<file path="config.mk">
export PLATFORM = sky130hd
export DESIGN_NAME = enc_align_seq
export DESIGN_NICKNAME = d
export VERILOG_FILES = /design/src/rtl/esc_enc_pkg.sv /design/src/rtl/sat_updown_cnt.sv /design/src/rtl/enc_align_seq.sv
export SDC_FILE = /design/constraint.sdc
export NUM_CORES = 1
export LEC_CHECK = 0
export ABC_CLOCK_PERIOD_IN_PS = 3390
export BUFFER_PORTS_ARGS = -buffer_cell sky130_fd_sc_hd__buf_2
export CAP_MARGIN = 15
export CORE_MARGIN = 3
export CORE_UTILIZATION = 48
export DETAILED_ROUTE_END_ITERATION = 10
export GPL_ROUTABILITY_DRIVEN = 0
export PLACE_DENSITY_LB_ADDON = 0.25
export SLEW_MARGIN = 10
export SYNTH_ARGS = -nofsm -noshare
export SYNTH_HDL_FRONTEND = slang
export SYNTH_SLANG_ARGS = --single-unit
</file>
<file path="constraint.sdc">
create_clock -name clk -period 3.39 [get_ports clk]
set_input_delay 0.5085 -clock clk [delete_from_list [all_inputs] [get_ports clk]]
set_output_delay 0.5085 -clock clk [all_outputs]
set_load 0.02 [all_outputs]
</file>
<file path="src/rtl/esc_enc_pkg.sv">
// Shared types for the encoder alignment sequencer: FSM states, fault codes,
// and the width of the quadrature position coming from the decoder.
package esc_enc_pkg;

  localparam int unsigned POS_W = 14;

  typedef enum logic [2:0] {
    S_IDLE,
    S_SETTLE,
    S_ZERO,
    S_VERIFY,
    S_DONE,
    S_FAULT
  } state_e;

  localparam logic [2:0] FC_NONE    = 3'd0;
  localparam logic [2:0] FC_DRIFT   = 3'd1;
  localparam logic [2:0] FC_ILLEGAL = 3'd2;
  localparam logic [2:0] FC_ZACK    = 3'd3;

endpackage

</file>
<file path="src/rtl/sat_updown_cnt.sv">
// Signed up/down counter that saturates at the two's-complement limits.
// Exposes the next-state value so callers can react in the same cycle.
module sat_updown_cnt #(
  parameter int unsigned W = 16
) (
  input  logic                clk,
  input  logic                rst,
  input  logic                clr_i,
  input  logic                en_i,
  input  logic                up_i,
  output logic signed [W-1:0] cnt_d_o,
  output logic signed [W-1:0] cnt_q_o
);

  localparam logic signed [W-1:0] MAXV = {1'b0, {(W-1){1'b1}}};
  localparam logic signed [W-1:0] MINV = {1'b1, {(W-1){1'b0}}};

  logic signed [W-1:0] cnt_q, cnt_d;

  always_comb begin
    cnt_d = cnt_q;
    if (clr_i)
      cnt_d = '0;
    else if (en_i) begin
      if (up_i) begin
        if (cnt_q != MAXV) cnt_d = cnt_q + W'(1);
      end else begin
        if (cnt_q != MINV) cnt_d = cnt_q - W'(1);
      end
    end
  end

  always_ff @(posedge clk) begin
    if (rst) cnt_q <= '0;
    else     cnt_q <= cnt_d;
  end

  assign cnt_d_o = cnt_d;
  assign cnt_q_o = cnt_q;

endmodule

</file>
<file path="src/rtl/enc_align_seq.sv">
// Rotor/encoder alignment sequencer: hold the align vector, zero the decoder,
// then watch for drift and illegal transitions before declaring done.
module enc_align_seq
  import esc_enc_pkg::*;
#(
  parameter int unsigned SETTLE_CYCLES = 50000000,
  parameter int unsigned ZERO_HOLD     = 2,
  parameter int unsigned VERIFY_CYCLES = 25000000,
  parameter int unsigned DRIFT_TOL     = 4,
  parameter int unsigned ILLEGAL_MAX   = 8,
  parameter int unsigned CNT_W         = 32
) (
  input  logic             clk,
  input  logic             rst,
  input  logic             start,
  input  logic             abort,
  input  logic             step_pulse,
  input  logic             dir,
  input  logic             illegal,
  input  logic [POS_W-1:0] pos14,
  output logic             align_en,
  output logic             zero_req,
  output logic             busy,
  output logic             done,
  output logic             fault,
  output logic [2:0]       fault_code,
  output logic [15:0]      drift
);

  localparam int unsigned IW = $clog2(ILLEGAL_MAX + 1);
  localparam logic [CNT_W-1:0] SETTLE_LAST = CNT_W'(SETTLE_CYCLES - 1);
  localparam logic [CNT_W-1:0] ZERO_LAST   = CNT_W'(ZERO_HOLD - 1);
  localparam logic [CNT_W-1:0] VERIFY_LAST = CNT_W'(VERIFY_CYCLES - 1);
  localparam logic [IW-1:0]    ILL_LAST    = IW'(ILLEGAL_MAX);
  localparam logic signed [15:0] DTOL      = 16'(DRIFT_TOL);

  state_e           state_q, state_d;
  logic [CNT_W-1:0] timer_q, timer_d;
  logic [IW-1:0]    ill_q, ill_d;
  logic [2:0]       fc_q, fc_d;
  logic             align_q, zero_q, done_q, fault_q;

  logic             act, idle_like, drift_clr, drift_en, drift_over;
  logic signed [15:0] drift_nx, drift_cur;

  assign act       = (state_q == S_SETTLE) || (state_q == S_ZERO) || (state_q == S_VERIFY);
  assign idle_like = (state_q == S_IDLE) || (state_q == S_DONE) || (state_q == S_FAULT);

  // Drift restarts on (re)start, abort, and on entry to VERIFY; it only counts in VERIFY.
  assign drift_clr = abort || (idle_like && start) ||
                     ((state_q == S_ZERO) && (timer_q == ZERO_LAST));
  assign drift_en  = (state_q == S_VERIFY) && step_pulse;

  sat_updown_cnt #(.W(16)) u_drift (
    .clk     (clk),
    .rst     (rst),
    .clr_i   (drift_clr),
    .en_i    (drift_en),
    .up_i    (dir),
    .cnt_d_o (drift_nx),
    .cnt_q_o (drift_cur)
  );

  assign drift_over = (drift_nx > DTOL) || (drift_nx < -DTOL);

  always_comb begin
    state_d = state_q;
    timer_d = timer_q;
    ill_d   = ill_q;
    fc_d    = fc_q;
    if (act && illegal && (ill_q != ILL_LAST)) ill_d = ill_q + IW'(1);

    case (state_q)
      S_IDLE, S_DONE, S_FAULT: begin
        if (start) begin
          state_d = S_SETTLE;
          timer_d = '0;
          ill_d   = '0;
          fc_d    = FC_NONE;
        end
      end
      S_SETTLE: begin
        if (timer_q == SETTLE_LAST) begin
          state_d = S_ZERO;
          timer_d = '0;
        end else timer_d = timer_q + CNT_W'(1);
      end
      S_ZERO: begin
        if (timer_q == ZERO_LAST) begin
          state_d = S_VERIFY;
          timer_d = '0;
        end else timer_d = timer_q + CNT_W'(1);
      end
      S_VERIFY: begin
        if (timer_q == VERIFY_LAST) state_d = S_DONE;
        else timer_d = timer_q + CNT_W'(1);
        // Later assignments win: zero-ack outranks drift, both outrank DONE.
        if (drift_over) begin
          state_d = S_FAULT;
          fc_d    = FC_DRIFT;
        end
        if ((timer_q == '0) && (pos14 != '0)) begin
          state_d = S_FAULT;
          fc_d    = FC_ZACK;
        end
      end
      default: state_d = S_IDLE;
    endcase

    if (act && (ill_d == ILL_LAST)) begin
      state_d = S_FAULT;
      fc_d    = FC_ILLEGAL;
    end

    if (abort) begin
      state_d = S_IDLE;
      timer_d = '0;
      ill_d   = '0;
      fc_d    = FC_NONE;
    end
  end

  always_ff @(posedge clk) begin
    if (rst) begin
      state_q <= S_IDLE;
      timer_q <= '0;
      ill_q   <= '0;
      fc_q    <= FC_NONE;
      align_q <= 1'b0;
      zero_q  <= 1'b0;
      done_q  <= 1'b0;
      fault_q <= 1'b0;
    end else begin
      state_q <= state_d;
      timer_q <= timer_d;
      ill_q   <= ill_d;
      fc_q    <= fc_d;
      align_q <= (state_d == S_SETTLE) || (state_d == S_ZERO) || (state_d == S_VERIFY);
      zero_q  <= (state_d == S_ZERO);
      done_q  <= (state_d == S_DONE);
      fault_q <= (state_d == S_FAULT);
    end
  end

  assign align_en   = align_q;
  assign busy       = align_q;
  assign zero_req   = zero_q;
  assign done       = done_q;
  assign fault      = fault_q;
  assign fault_code = fc_q;
  assign drift      = drift_cur;

endmodule

</file>
==> out/summary.md, run 1 <==
Port buffering added 43 buffers. For this design the static power due to leakage is 2.09 nW. Dividing the detail-routed wire length by the instance count gives 16.1 microns. The tools report the worst endpoint data arrival time as 3.87 ns. The worst setup slack after layout came out at -0.198 ns.

The final reports fail on setup timing. The initial detailed-routing violation count was 275. The logs give 5120 sq um for the finished layout cell area and 727 for the final non-filler cell total.

The first detailed-routing pass took 5 iterations. The number of clock sinks is 61, and the synthesis-stage register bit count is 61. The height of the die was 95.7 microns. The netlist area before placement was 3860 sq um; the initial antenna violation count was 0. The run gives 9 as the count of final setup violators. The area overhead of the layout relative to synthesis works out to 32.5%.

Summed over all nets, the half-perimeter wirelength after detailed placement is 8900 microns. Setup repair after global routing could not meet its margin everywhere. The die area was 9160 sq um; the number of stages on the worst hold path was 2. The cell depth of the worst flop-to-flop path is 10, and the number of top-level pins is 45. Buffer and inverter count on the worst path: 0. The number of global-route vias before repair was 4089. The critical path goes through nand4_1, or3_4, or4_4, o311a_1, or4_1, or4_4, o41ai_2, a41o_2, a2bb2oi_4, and4b_1.

For this run, the total global-route usage over all layers was measured as 26.2%. Clock-pin slew was measured on the worst setup and hold paths at 0.07 ns. The tools report the endpoint of the most critical register-to-register path as done. Kind of cell with the highest combined delay on the critical path: simple AND/OR/NAND/NOR gates. The worst setup path is of the reg -> reg kind. The worst path needs 3.59 ns of the cycle, external delays included. The post-route fraction of the period consumed by the critical path is 106%, and the overflow left after global routing is 0. Of all flip-flops after synthesis, the portion carrying an async set or reset was 0%.

TritonCTS created 9 clock buffers. For this configuration, the core starts out at a cell density of 49.7%. The tools report the kind of end point of the critical path as a flop.

The run gives 0 as the number of remaining DRC errors. The cell that appears most often on the critical path is or4_4. The netlist uses 71 different library cells.

The post-route netlist has 31.7% of its cells at a drive strength greater than 1. Entering global routing, the biggest net connects 30 pins. The hold violation count in the final report was 0. The number of vias per cell after detailed routing works out to 5.95. The path category of the worst min-delay check is in -> reg. Dividing the synthesized area by the synthesized cell count gives 7.64 sq um. Startpoint type of the worst setup path: a flop.

The run gives 0.34 ns as the insertion delay of the later-clocked pin in the worst-skew pair. The cell with the largest stage delay on the worst path is or4_1. The quantity of hold-fixing buffers added after cts is 0, and the filler cell count is 671. Source of the worst register-to-register timing path: u_drift.cnt_q_o[7].

Dividing total power by cell area gives a power density of 273 nW/um^2. Between clock sinks in the finished design, the worst skew comes to 0.00737 ns. Measured against its own limit, the worst slew margin works out to 46.1%.

The instance area at placement was 4760 sq um. The tools report the launch point of the worst hold path as rst. Final wirelength: 11700 microns.

Number of vias in the routed layout: 4328. The net count reported at finish is 650. The design draws 1.40 mW.

The run gives 7770 sq um as the core region area. The synthesis warning total was 0; the number of synthesized flops with an enable pin was 0. The width of the die was 95.7 microns; the count of nets left with antenna violations after detail routing was 0.

The gate count after technology mapping was 506. Actual slew at the worst max-slew pin: 0.807 ns. The root buffer cell is clkbuf_8. The maximum count of clock buffers along a single path is 2, and the flop-to-flop setup slack is -0.20 ns. Derived from the worst setup path, the maximum achievable clock frequency is 279 MHz. Along the worst path, the maximum fanout reaches 4. The number of nets in the synthesized netlist is 535. The number of H-tree branching levels is 3, and the number of antenna repair diodes is 0. The share of the Yosys chip area taken by registers is 31.6%. The first global-routing pass estimated 18900 microns of wire. The delay of the slowest cell on the worst path works out to 0.51 ns. TritonCTS built the clock tree.

The count of pins over their slew limit is 0. OpenSTA, run right after detailed placement, puts the worst setup slack at -0.209 ns. The number of placed instances, taps included, is 709. The floorplan has 32 rows. Primary flip-flop cell chosen by synthesis mapping: dfxtp_1.

Cells fill 65.9% of the core in the end. The worst voltage drop across the vdd grid was 0.000411 V; the required arrival time at the worst endpoint was 3.68 ns. The tools report the worst hold path endpoint as state_q[2]. The tool flagged a number of max-cap violations equal to 0. The flow ran to the end, but the final reports show violations.
[worst register-to-register path, cell delays in order (launching register included)]
cell and delay [ns]:
dfxtp_2 0.37, nand4_1 0.17, or3_4 0.43, or4_4 0.44, o311a_1 0.33, or4_1 0.51
or4_4 0.42, o41ai_2 0.28, a41o_2 0.23, a2bb2oi_4 0.18, and4b_1 0.19
[worst max-delay path by stage]
stage                              startpoint    to  slack (ns)  depth (start not counted)
after global routing       u_drift.cnt_q_o[1]  done       -0.31                         14
after floorplan           u_drift.cnt_q_o[10]  done       -0.17                         12
after global placement     u_drift.cnt_q_o[1]  done       -0.17                         12
final                      u_drift.cnt_q_o[7]  done       -0.20                         10
after detailed placement   u_drift.cnt_q_o[1]  done       -0.21                         12
after CTS                  u_drift.cnt_q_o[2]  done       -0.17                         10
[final cells by class]
class | count | area (sq um) | area share (%)
Timing Repair Buffer | 132 | 895 | 17.5
Multi-Input combinational cell | 399 | 2610 | 51.0
Sequential cell | 61 | 1240 | 24.2
Inverter | 18 | 67.6 | 1.32
Clock inverter | 5 | 52.6 | 1.03
Clock buffer | 10 | 128 | 2.49
Tap cell | 102 | 128 | 2.49
[metal layers]
layer	track usage [%]	wire length [microns]
met4	14.3	437
met1	31.5	4830
met3	4.46	648
met5	0	0
met2	44.5	5780
[synth_stat cells (all sizes together) (4+ instances only)]
cell type	count	area share (%)
a2111oi	5	1.1
a21oi	17	2.3
a31oi	4	0.65
and2	6	0.97
and3	15	2.4
and4	5	1.1
buf	7	1.1
clkbuf	21	2.0
dfxtp	61	32
ha	8	2.6
inv	18	1.7
nand2	44	4.3
nand3	22	2.8
nand4	19	3.1
nor2	77	7.5
nor2b	4	0.65
nor3	17	2.2
nor4	20	3.2
o21ai	14	1.8
or3	14	2.3
or4	13	2.6
xnor2	11	2.5
xor2	24	5.4
[power breakdown]
| group | switching (mW) | internal, mW | leakage (nW) | total, mW |
|---|---|---|---|---|
| clock network | 0.272 | 0.331 | 0.0919 | 0.603 |
| logic | 0.0448 | 0.0302 | 1.50 | 0.0749 |
| registers | 0.00148 | 0.717 | 0.498 | 0.718 |
| total | 0.318 | 1.08 | 2.09 | 1.40 |
[cell usage in the layout (no fill, tap or decap), types with 8 or more instances in the layout]
master	instances
nand3_1	22
or3_1	11
buf_4	87
dfxtp_2	10
o21ai_0	10
xnor2_1	11
and3_1	15
inv_1	17
a21oi_1	15
nor3_1	16
nand4_1	19
nor2_1	77
buf_2	43
xor2_1	24
dfxtp_1	49
nand2_1	44
or4_4	8
clkbuf_8	9
nor4_1	19
[registers in the layout, summed over array words and instances, names as in the netlist]
register         flops
timer_q             32
state_q              3
fault_code           2
zero_req             1
ill_q                4
align_en             1
u_drift.cnt_q_o     16
fault                1
done                 1
[what timing repair did]
item | CTS | global route
endpoints found under the setup margin | 9 | 9
resized for setup | 12 | 25
pin swaps | 4 | 5
buffers inserted | 1 | 1
[logic make-up after synthesis]
| logic type | count (synthesis) | synth area share (%) |
|---|---|---|
| xor+xnor | 35 | 7.93 |
| simple gates | 275 | 37.3 |
| mux | 2 | 0.551 |
| buf+inv | 46 | 4.92 |
| fa+ha+maj | 8 | 2.59 |
| other cells | 1 | 0.0971 |
| compound gates | 78 | 15.0 |
| flops | 61 | 31.6 |
[through the flow]
step | hold slack [ns] | setup TNS, ns
6_report | 0.454 | -1.04
5_1_grt | 0.460 | -2.12
4_1_cts | 0.434 | -0.847
3_5_place_dp | 0.464 | -1.34
3_3_place_gp | 0.454 | -1.08
2_1_floorplan | 0.456 | -0.917
(Power assumes the default switching activity.)
==> run 2, diff against run 1 <==
CORE_ASPECT_RATIO = 1.4   (was unset)
==> run 2 against run 1 <==
The flow still finishes with violations (setup timing). Sequential power is essentially flat. Worst hold slack worse by 0.014 ns. Register-to-register slack worse by 0.16 ns. Clock power grew 33%. First-iteration DRC count is 20% higher. Final cell count shrank 0.14%. Wire length increased by 8.9%. Critical path depth grew 1. Critical endpoint unchanged. Largest cell class unchanged. Largest power group is now the clock network.
==> out/summary.md, run 2 (synthesis results as in run 1) <==
The die covers 9180 sq um. The final layout contains routed wiring with a total length of 12700 microns. The setup check on the worst reg-to-reg path leaves a slack of -0.35 ns. Setup violations remaining at the end of the flow were counted as 9.

The logs give 650 for the net count reported at finish and 0 for the number of remaining DRC errors. Cells with a size suffix above 1 make up 30.8% of the layout. The total negative setup slack was -2.46 ns. The root buffer cell chosen for the clock tree is clkbuf_8. The wire length of the first global-routing pass came out at 20500 microns. Kind of end point of the critical path: a flop. Counting stages on the worst path, the most repeated cell is or4_4. After global routing the overflow that remains totals 0.

From synthesis to final layout, the design area changed by 33.8%. Most flop-heavy register: timer_q. Static timing analysis puts the maximum clock frequency at 267 MHz. The critical path is of the reg -> reg type. For the worst setup path, the data arrival time is 4.04 ns. Counting the buffers created by CTS gives 9.

Entering global routing, the biggest net connects 30 pins. For this run, the total global-route usage over all layers was measured as 29.1%. The buffer and inverter count on the worst path was 1; the maximum count of clock buffers along a single path was 2. Measured along the x axis, the die boundary spans 81.8 microns. Grouping stages by cell kind, the critical path spends the most delay in simple AND/OR/NAND/NOR gates. The height of the die was 112 microns. The effective utilization at floorplan came out at 49.6%. For the number of vias in the routed layout, the log shows 4360. The initial detailed-routing violation count is 330, and the number of H-tree branching levels is 3. The multi-input combinational cells in the finished layout cover a total of 2590 sq um. The library cell used most frequently in the layout, excluding fill and tap cells, is buf_4. The run gives 45 as the number of top-level pins. Of all nets on the critical path, the largest fanout is 4. Dividing the detail-routed wire length by the instance count gives 17.6 microns.

The clock transition at the registers of the reported paths works out to 0.07 ns. In this run the worst setup path terminates at done. The path category of the worst min-delay check is in -> reg.

The sequential cells in the finished layout cover a total of 1240 sq um. The register with the most flip-flops in the layout has 32 of them. The initial antenna violation count was 0. The number of antenna diodes in the final layout is 0.

The areal power density over the cells was 309 nW/um^2; the detailed placer's ending HPWL was 9260 microns. The worst clock skew was 0.00840 ns; the number of vias per cell after detailed routing was 6.01. Across the VDD grid, the largest voltage drop is 0.000295 V. In this run the number of cells on the critical path is 11. Once layout is complete, the utilization of the core stands at 66.3%. The first TritonRoute pass finished after 5 iterations.

The count of port buffers added during placement was 43. The count of pins over their slew limit is 0. The floorplan step defined a core boundary enclosing 7800 sq um. Of the available clock period, the critical path in the final layout requires 110%. Final critical delay including setup and external delays: 3.74 ns. In the layout the commonest cells are 86 x buf_4, 77 x nor2_1, 49 x dfxtp_1, 44 x nand2_1, 43 x buf_2. Max capacitance violation total: 0. The filler cell count is 668, and the worst relative slew slack is 33.3%. Counting cells, the worst reg-to-reg path comes to 11.

The count of nets left with antenna violations once routing finished came out at 0. The tools report the number of clock sinks as 61. Leakage power total: 2.11 nW. The tools report the number of global-route vias before repair as 4317. The final reports fail on setup timing. The run gives -0.355 ns as the worst setup slack after layout. Traced cell by cell, the critical path runs through nand4_1, buf_4, or3_4, or4_4, o311a_1, or4_1, or4_4, o41ai_2, a41o_2, a2bb2oi_4, and4b_1. The startpoint type of the worst setup path was a flop. TritonCTS built the clock tree. At the later pin of the worst-skew pair, clock insertion delay measures 0.36 ns. In this run the critical register-to-register path is captured at done. The hold violation count in the final report came out at 0. The floorplan has 38 rows. At the pin with the least slew margin, the transition time is 0.991 ns. The flow ran to the end, but the final reports show violations. The slowest stage of the critical path belongs to the cell or4_1.

The tools report the required arrival time at the worst endpoint as 3.69 ns. In this run the critical register-to-register path is launched from u_drift.cnt_q_o[8]. The most critical setup path has its startpoint at u_drift.cnt_q_o[8]. The delay of the slowest cell on the worst path came out at 0.51 ns. Setup repair after global routing could not meet its margin everywhere.
run 2: per-layer routing:
layer	part of all wire [%]	up-vias	track usage [%]	wire length, microns
met5	0	-	0	0
met2	50	194	47.9	6400
met4	7.2	0	21.5	923
met1	36	2019	30.4	4620
met3	6.2	75	8.43	794
li1	-	2072	-	-
run 2: cell type report:
cell class / instances / area share [%]
Inverter: 18 / 1.31
Sequential cell: 61 / 24.0
Timing Repair Buffer: 132 / 17.4
Clock inverter: 6 / 2.13
Clock buffer: 10 / 2.66
Tap cell: 100 / 2.42
Multi-Input combinational cell: 399 / 50.2
run 2: power by group:
part	internal (mW)	switching (mW)
Sequential	0.717	0.00154
Combinational	0.0315	0.0462
Clock	0.506	0.296
Total	1.26	0.344
run 2: worst min-delay path by stage:
stage / end / slack [ns] / cells past startpoint / start
floorplan: timer_q[1] / 0.46 / 2 / timer_q[1]
global placement: timer_q[1] / 0.47 / 2 / timer_q[1]
detailed placement: timer_q[1] / 0.48 / 2 / timer_q[1]
CTS: state_q[2] / 0.42 / 2 / rst
global route: state_q[0] / 0.43 / 2 / rst
finish: state_q[2] / 0.44 / 2 / rst
run 2: what timing repair did:
item / CTS / global route
endpoints found under the setup margin: 9 / 9
resized for setup: 18 / 12
gates cloned: 0 / 0
hold buffers: 0 / 0
pin swaps: 4 / 11
buffers inserted: 5 / 4
run 2: worst reg2reg max path: cells and delay by family (launching register included):
| kind | cells | cell delay [ns] |
|---|---|---|
| AO/OA/AOI/OAI | 4 | 1.00 |
| AND/OR/NAND/NOR | 6 | 2.13 |
| flip-flops | 1 | 0.37 |
| buffers and inverters | 1 | 0.19 |
run 2: stage by stage:
stage	area (sq um)	hold WS, ns	std cells	setup slack [ns]	total power [mW]
finish	5170	0.439	726	-0.355	1.60
detailed placement	4700	0.484	700	-0.293	0.810
global route	5170	0.430	726	-0.451	1.65
CTS	5050	0.425	721	-0.154	1.61
floorplan	3930	0.456	506	-0.165	0.781
global placement	4700	0.474	700	-0.220	0.808
